$ cat src/rtl/fwd_adapter_pkg.sv
// Shared definitions for the forwarder-side P3 agent adapter.
// State encoding and the in-flight counter sizing helper.
package fwd_adapter_pkg;

  typedef enum logic [1:0] {
    ST_IDLE   = 2'd0,
    ST_ACTIVE = 2'd1,
    ST_DRAIN  = 2'd2,
    ST_DONE   = 2'd3
  } fwdState_t;

  // Enough bits to count 0..bufLat outstanding reads.
  function automatic int inflightWidth(input int bufLat);
    return $clog2(bufLat + 1);
  endfunction

endpackage

$ cat src/rtl/fwd_adapter_rd_vld_pipe.sv
// Read-valid delay line matching the P3 read latency, plus a count of
// reads issued whose data has not yet come back.
module fwd_adapter_rd_vld_pipe #(
  parameter int BUF_LAT = 2,
  parameter int CNT_W   = 2
) (
  input  logic             clk,
  input  logic             rst,
  input  logic             i_rd_en,
  output logic             o_vld,
  output logic [CNT_W-1:0] o_inflight
);

  logic [BUF_LAT-1:0] r_shift;
  logic [CNT_W-1:0]   r_cnt;

  generate
    if (BUF_LAT == 1) begin : g_lat1
      always_ff @(posedge clk or posedge rst) begin
        if (rst) r_shift <= '0;
        else     r_shift <= i_rd_en;
      end
    end else begin : g_latN
      always_ff @(posedge clk or posedge rst) begin
        if (rst) r_shift <= '0;
        else     r_shift <= {r_shift[BUF_LAT-2:0], i_rd_en};
      end
    end
  endgenerate

  assign o_vld = r_shift[BUF_LAT-1];

  // Issue and return in the same cycle cancel out.
  always_ff @(posedge clk or posedge rst) begin
    if (rst) begin
      r_cnt <= '0;
    end else if (i_rd_en && !o_vld) begin
      r_cnt <= r_cnt + 1'b1;
    end else if (!i_rd_en && o_vld) begin
      r_cnt <= r_cnt - 1'b1;
    end
  end

  assign o_inflight = r_cnt;

endmodule

$ cat src/rtl/fwd_adapter.sv
// Forwarder-side P3 adapter: offers ready buffers, turns forwarder word reads
// into P3 half-word reads with qualified valid, and drains before release.
module fwd_adapter
  import fwd_adapter_pkg::*;
#(
  parameter int FWD_ADDR_WIDTH = 8,
  parameter int DATA_WIDTH     = 64,
  parameter int PLEN_WIDTH     = 32,
  parameter int BUF_LAT        = 2
) (
  input  logic                    clk,
  input  logic                    rst,
  input  logic [FWD_ADDR_WIDTH-1:0] fwd_addr,
  input  logic                    fwd_rd_en,
  input  logic                    fwd_done,
  input  logic                    rdy_for_fwd_ack,
  output logic [DATA_WIDTH-1:0]   fwd_rd_data,
  output logic                    fwd_rd_data_vld,
  output logic [PLEN_WIDTH-1:0]   fwd_byte_length,
  output logic                    fwd_done_ack,
  output logic                    rdy_for_fwd,
  output logic [FWD_ADDR_WIDTH:0] addr,
  output logic                    rd_en,
  output logic                    done,
  output logic                    rdy_ack,
  input  logic [DATA_WIDTH-1:0]   rd_data,
  input  logic [PLEN_WIDTH-1:0]   byte_length,
  input  logic                    done_ack,
  input  logic                    rdy
);

  localparam int CNT_W = inflightWidth(BUF_LAT);

  fwdState_t             r_state;
  fwdState_t             w_nextState;
  logic                  r_done;
  logic                  r_fwdDoneAck;
  logic [PLEN_WIDTH-1:0] r_byteLength;
  logic                  w_rdEn;
  logic                  w_vld;
  logic                  w_accept;
  logic                  w_drained;
  logic [CNT_W-1:0]      w_inflight;

  assign addr        = {fwd_addr, 1'b0};
  assign fwd_rd_data = rd_data;
  assign w_rdEn      = fwd_rd_en && (r_state == ST_ACTIVE);
  assign rd_en       = w_rdEn;
  assign rdy_for_fwd = (r_state == ST_IDLE) && rdy;
  assign w_accept    = rdy_for_fwd && rdy_for_fwd_ack;
  assign rdy_ack     = w_accept;

  fwd_adapter_rd_vld_pipe #(
    .BUF_LAT (BUF_LAT),
    .CNT_W   (CNT_W)
  ) u_rdVldPipe (
    .clk        (clk),
    .rst        (rst),
    .i_rd_en    (w_rdEn),
    .o_vld      (w_vld),
    .o_inflight (w_inflight)
  );

  assign fwd_rd_data_vld = w_vld;

  // No reads are issued in DRAIN, so a returning valid on the last one empties it.
  assign w_drained = (w_inflight == '0) || ((w_inflight == CNT_W'(1)) && w_vld);

  always_comb begin
    w_nextState = r_state;
    case (r_state)
      ST_IDLE:   if (w_accept)  w_nextState = ST_ACTIVE;
      ST_ACTIVE: if (fwd_done)  w_nextState = ST_DRAIN;
      ST_DRAIN:  if (w_drained) w_nextState = ST_DONE;
      ST_DONE:   if (done_ack)  w_nextState = ST_IDLE;
      default:                  w_nextState = ST_IDLE;
    endcase
  end

  always_ff @(posedge clk or posedge rst) begin
    if (rst) r_state <= ST_IDLE;
    else     r_state <= w_nextState;
  end

  always_ff @(posedge clk or posedge rst) begin
    if (rst) begin
      r_byteLength <= '0;
      r_done       <= 1'b0;
      r_fwdDoneAck <= 1'b0;
    end else begin
      if (w_accept) r_byteLength <= byte_length;
      if ((r_state == ST_DRAIN) && w_drained)    r_done <= 1'b1;
      else if ((r_state == ST_DONE) && done_ack) r_done <= 1'b0;
      r_fwdDoneAck <= (r_state == ST_DONE) && done_ack;
    end
  end

  assign fwd_byte_length = r_byteLength;
  assign done            = r_done;
  assign fwd_done_ack    = r_fwdDoneAck;

endmodule

$ cat config.mk
export PLATFORM = sky130hd
export DESIGN_NAME = fwd_adapter
export DESIGN_NICKNAME = d
export VERILOG_FILES = /design/src/rtl/fwd_adapter_pkg.sv /design/src/rtl/fwd_adapter_rd_vld_pipe.sv /design/src/rtl/fwd_adapter.sv
export SDC_FILE = /design/constraint.sdc
export NUM_CORES = 1
export LEC_CHECK = 0
export ABC_AREA = 1
export BUFFER_PORTS_ARGS = -buffer_cell sky130_fd_sc_hd__buf_2
export CORE_AREA = 4 4 83 85
export CTS_BUF_LIST = sky130_fd_sc_hd__clkbuf_4 sky130_fd_sc_hd__clkbuf_8
export CTS_CLUSTER_SIZE = 12
export DETAILED_ROUTE_END_ITERATION = 8
export DIE_AREA = 0 0 87 89
export GPL_ROUTABILITY_DRIVEN = 1
export PLACE_DENSITY = 0.79
export SYNTH_ARGS = -nofsm -noshare
export SYNTH_HDL_FRONTEND = slang
export SYNTH_SLANG_ARGS = --single-unit
$ cat constraint.sdc
create_clock -name clk -period 2.45 [get_ports clk]
set_clock_uncertainty 0.05 [all_clocks]
set_input_delay 0.245 -clock clk [delete_from_list [all_inputs] [get_ports clk]]
set_output_delay 0.245 -clock clk [all_outputs]
set_load 0.1 [all_outputs]
==> reports/metrics.csv <==
metric;value;unit
DRT Wirelength;4.59;mm
Die X;87;microns
largest family of logic cells by synthesized area;buffers and inverters;
post-route minimum period;1.97;ns
number of global-route vias before repair;1484;
Rows;29;
core area;6200;sq um
CP startpoint kind;flip-flop;
clk buf depth;2;
final net count;391;
Pleak;1.36;nW
starting density of the core;36.3;%
Crit path required time;2.15;ns
Comb power frac;65.3;%
Syn Inst Count;266;
Post-Place Setup Slack;0.730;ns
slowest CP cell;dfrtp_1;
most numerous cell in the Yosys netlist;nand2_1;
Crit path depth;5;
clk_lat worst skew;0.28;ns
Layout fillers;660;
CTS H-tree lvls;2;
Netlist cell types;18;
setup TNS;0;ns
setup violators final;0;
flop-to-flop setup slack;0.76;ns
Max Cap Viol;0;
Root Driver;clkbuf_8;
Die Area;7740;sq um
Yosys top cell area share;44.4;%
drt first pass iters;4;
RSZ-0062 raised after global routing;false;
IO buf count;76;
critical path data arrival time;1.68;ns
Net Sw Power;2.91;mW
Worst Tran Pin Value;0.834;ns
drt wl/cell;13.1;microns
first-pass GRT wire length;7.00;mm
Post-DRT Antenna Nets;0;
dpl hpwl;3.47;mm
Synth Area in Simple Gates;20.2;%
Post-synth EDFFs;0;
pin count of the biggest net entering global routing;41;
Vias per Instance;4.23;
initial DRC count;27;
Synth async-reset ratio;100;%
initial antenna violation count;1;
die height;89;microns
adder-cell share of the synthesized area;4.44;%
Peak VDD IR;1.14;mV
Placer Congestion;0.751;
Remaining Overflow, GRT;0;
final worst setup slack;0.479;ns
Final Hold Vio Count;0;
share of cells above drive strength 1;33.0;%
CTS buffer count;5;
Buf/Inv on CP;3;
cell internal pwr;1.68;mW
post-synthesis mux area share;0;%
max-slew violation count;0;
switching share of power;63.4;%
depth of the most critical reg-to-reg path;7;
critical path peak fanout;20;
# hold bufs at CTS;0;
CTS clk-pin slew, worst paths;0.08;ns
# clock sinks;40;
Hold Path Class;in -> async;
# diodes;0;
crit path cell chain;inv_1 -> ha_1 -> nand3_2 -> clkinv_2 -> buf_12;
Slew Limit Headroom;44.3;%
Compound-Gate Fraction of Synth Area;0.889;%
leading area contributor after synthesis;dfrtp_1;
Flop pwr share;24.5;%
Overall Global Routing Usage;11.7;%
crit-path max cell delay;0.40;ns
Gates resized, CTS repair;0;
clock group share of total power;10.2;%
Main synth FF type;dfrtp_1;
Tcrit/Tclk final;80.4;%
synthesis-to-layout area growth;0.333;%
top-level I/O count;222;
Synth Cell Area;2250;sq um
fmax;507;MHz
Setup Crit Path Kind;reg -> out;
Area contributors post-synth;dfrtp_1, buf_4, nand2_1, ha_1, inv_1;
sequential-to-total area share from yosys stat;44.4;%
power per cell area;2030;nW/um^2
CP Capture Type;primary output;
syn_nets;385;
Post-synth top cells;nand2_1, buf_4, dfrtp_1;
CTS tree;done;
yosys warns;0;
Vias;1479;
post-CTS setup buffer count;0;
post-synthesis register bit count;40;
# DRC;0;
Synth Area per Inst;8.47;sq um
xor-xnor portion of the synthesized cell area;0.778;%
Top delay family on crit path;buffers and inverters;
status;finished clean;
==> cells in the final DEF, fill, tap and decap left out, drive strengths merged <==
cell type | netlist | layout
nand3b | 1 | 1
xor2 | 1 | 1
nand2 | 110 | 110
clkinv | 1 | 1
dfrtp | 40 | 40
a21oi | 2 | 2
o21ai | 2 | 2
xnor2 | 1 | 1
inv | 14 | 14
ha | 8 | 8
clkbuf | 0 | 8
conb | 1 | 1
nand3 | 4 | 4
nor2 | 1 | 1
buf | 79 | 78
or2 | 1 | 1
==> power groups by stage <==
stage	sequential [mW]	clock, mW	combinational [mW]
finish	1.13	0.470	3.00
global placement	1.13	0	2.99
floorplan	3.04	0	1.20
global route	1.16	0.523	3.16
detailed placement	1.13	0	3.02
CTS	1.13	0.494	3.02
==> area by class of cell <==
type,count,area (sq um),area share [%]
Sequential cell,40,1000,44.3
Multi-Input combinational cell,132,597,26.4
Timing Repair Buffer,78,410,18.2
Clock buffer,8,97.6,4.32
Tap cell,77,96.3,4.26
Inverter,15,57.6,2.55
==> metrics by stage <==
step / cells / utilization, % / power, mW / area [sq um] / hold WS, ns
floorplan: 266 / - / 4.23 / 2250 / 0.281
detailed placement: 342 / 34.8 / 4.15 / 2160 / 0.287
global placement: 342 / 34.8 / 4.12 / 2160 / 0.285
CTS: 350 / 36.4 / 4.64 / 2260 / 0.0869
global route: 350 / 36.4 / 4.84 / 2260 / 0.0932
finish: 350 / 36.4 / 4.60 / 2260 / 0.0760
==> cell families (layout without fill, tap and decap cells) <==
kind of cell | after synthesis | count (layout)
AO/OA/AOI/OAI | 4 | 4
XOR/XNOR | 2 | 2
adder cells (fa/ha/maj) | 8 | 8
buffers and inverters | 94 | 101
flip-flops | 40 | 40
other | 1 | 1
AND/OR/NAND/NOR | 117 | 117
==> per-layer routing <==
metal  vias up  routed length, microns  part of all wire, %  track usage, %
met3        21                     588                   13            5.53
met2        74                    2100                   46            20.2
met1       652                    1750                   38            12.0
met4         2                     130                  2.8            5.52
met5         -                      20                 0.44               0
li1        730                       -                    -               -
==> state kept, by name (all words and copies together), names as in the netlist <==
signal and cells:
fwd_byte_length 32, u_rdVldPipe.r_shift 2, fwd_done_ack 1, done 1
u_rdVldPipe.o_inflight 2, r_state 2
==> final timing paths <==
| kind | startpoint | endpoint |
|---|---|---|
| max in group asynchronous | rst | fwd_byte_length[4] |
| setup reg to reg | r_state[0] | fwd_byte_length[25] |
| min in group clk | byte_length[1] | fwd_byte_length[1] |
| hold / removal | rst | fwd_byte_length[14] |
| setup / recovery | r_state[0] | rdy_ack |
| hold reg to reg | u_rdVldPipe.r_shift[0] | u_rdVldPipe.r_shift[1] |
Note: power is estimated with default switching activity, not from simulation.
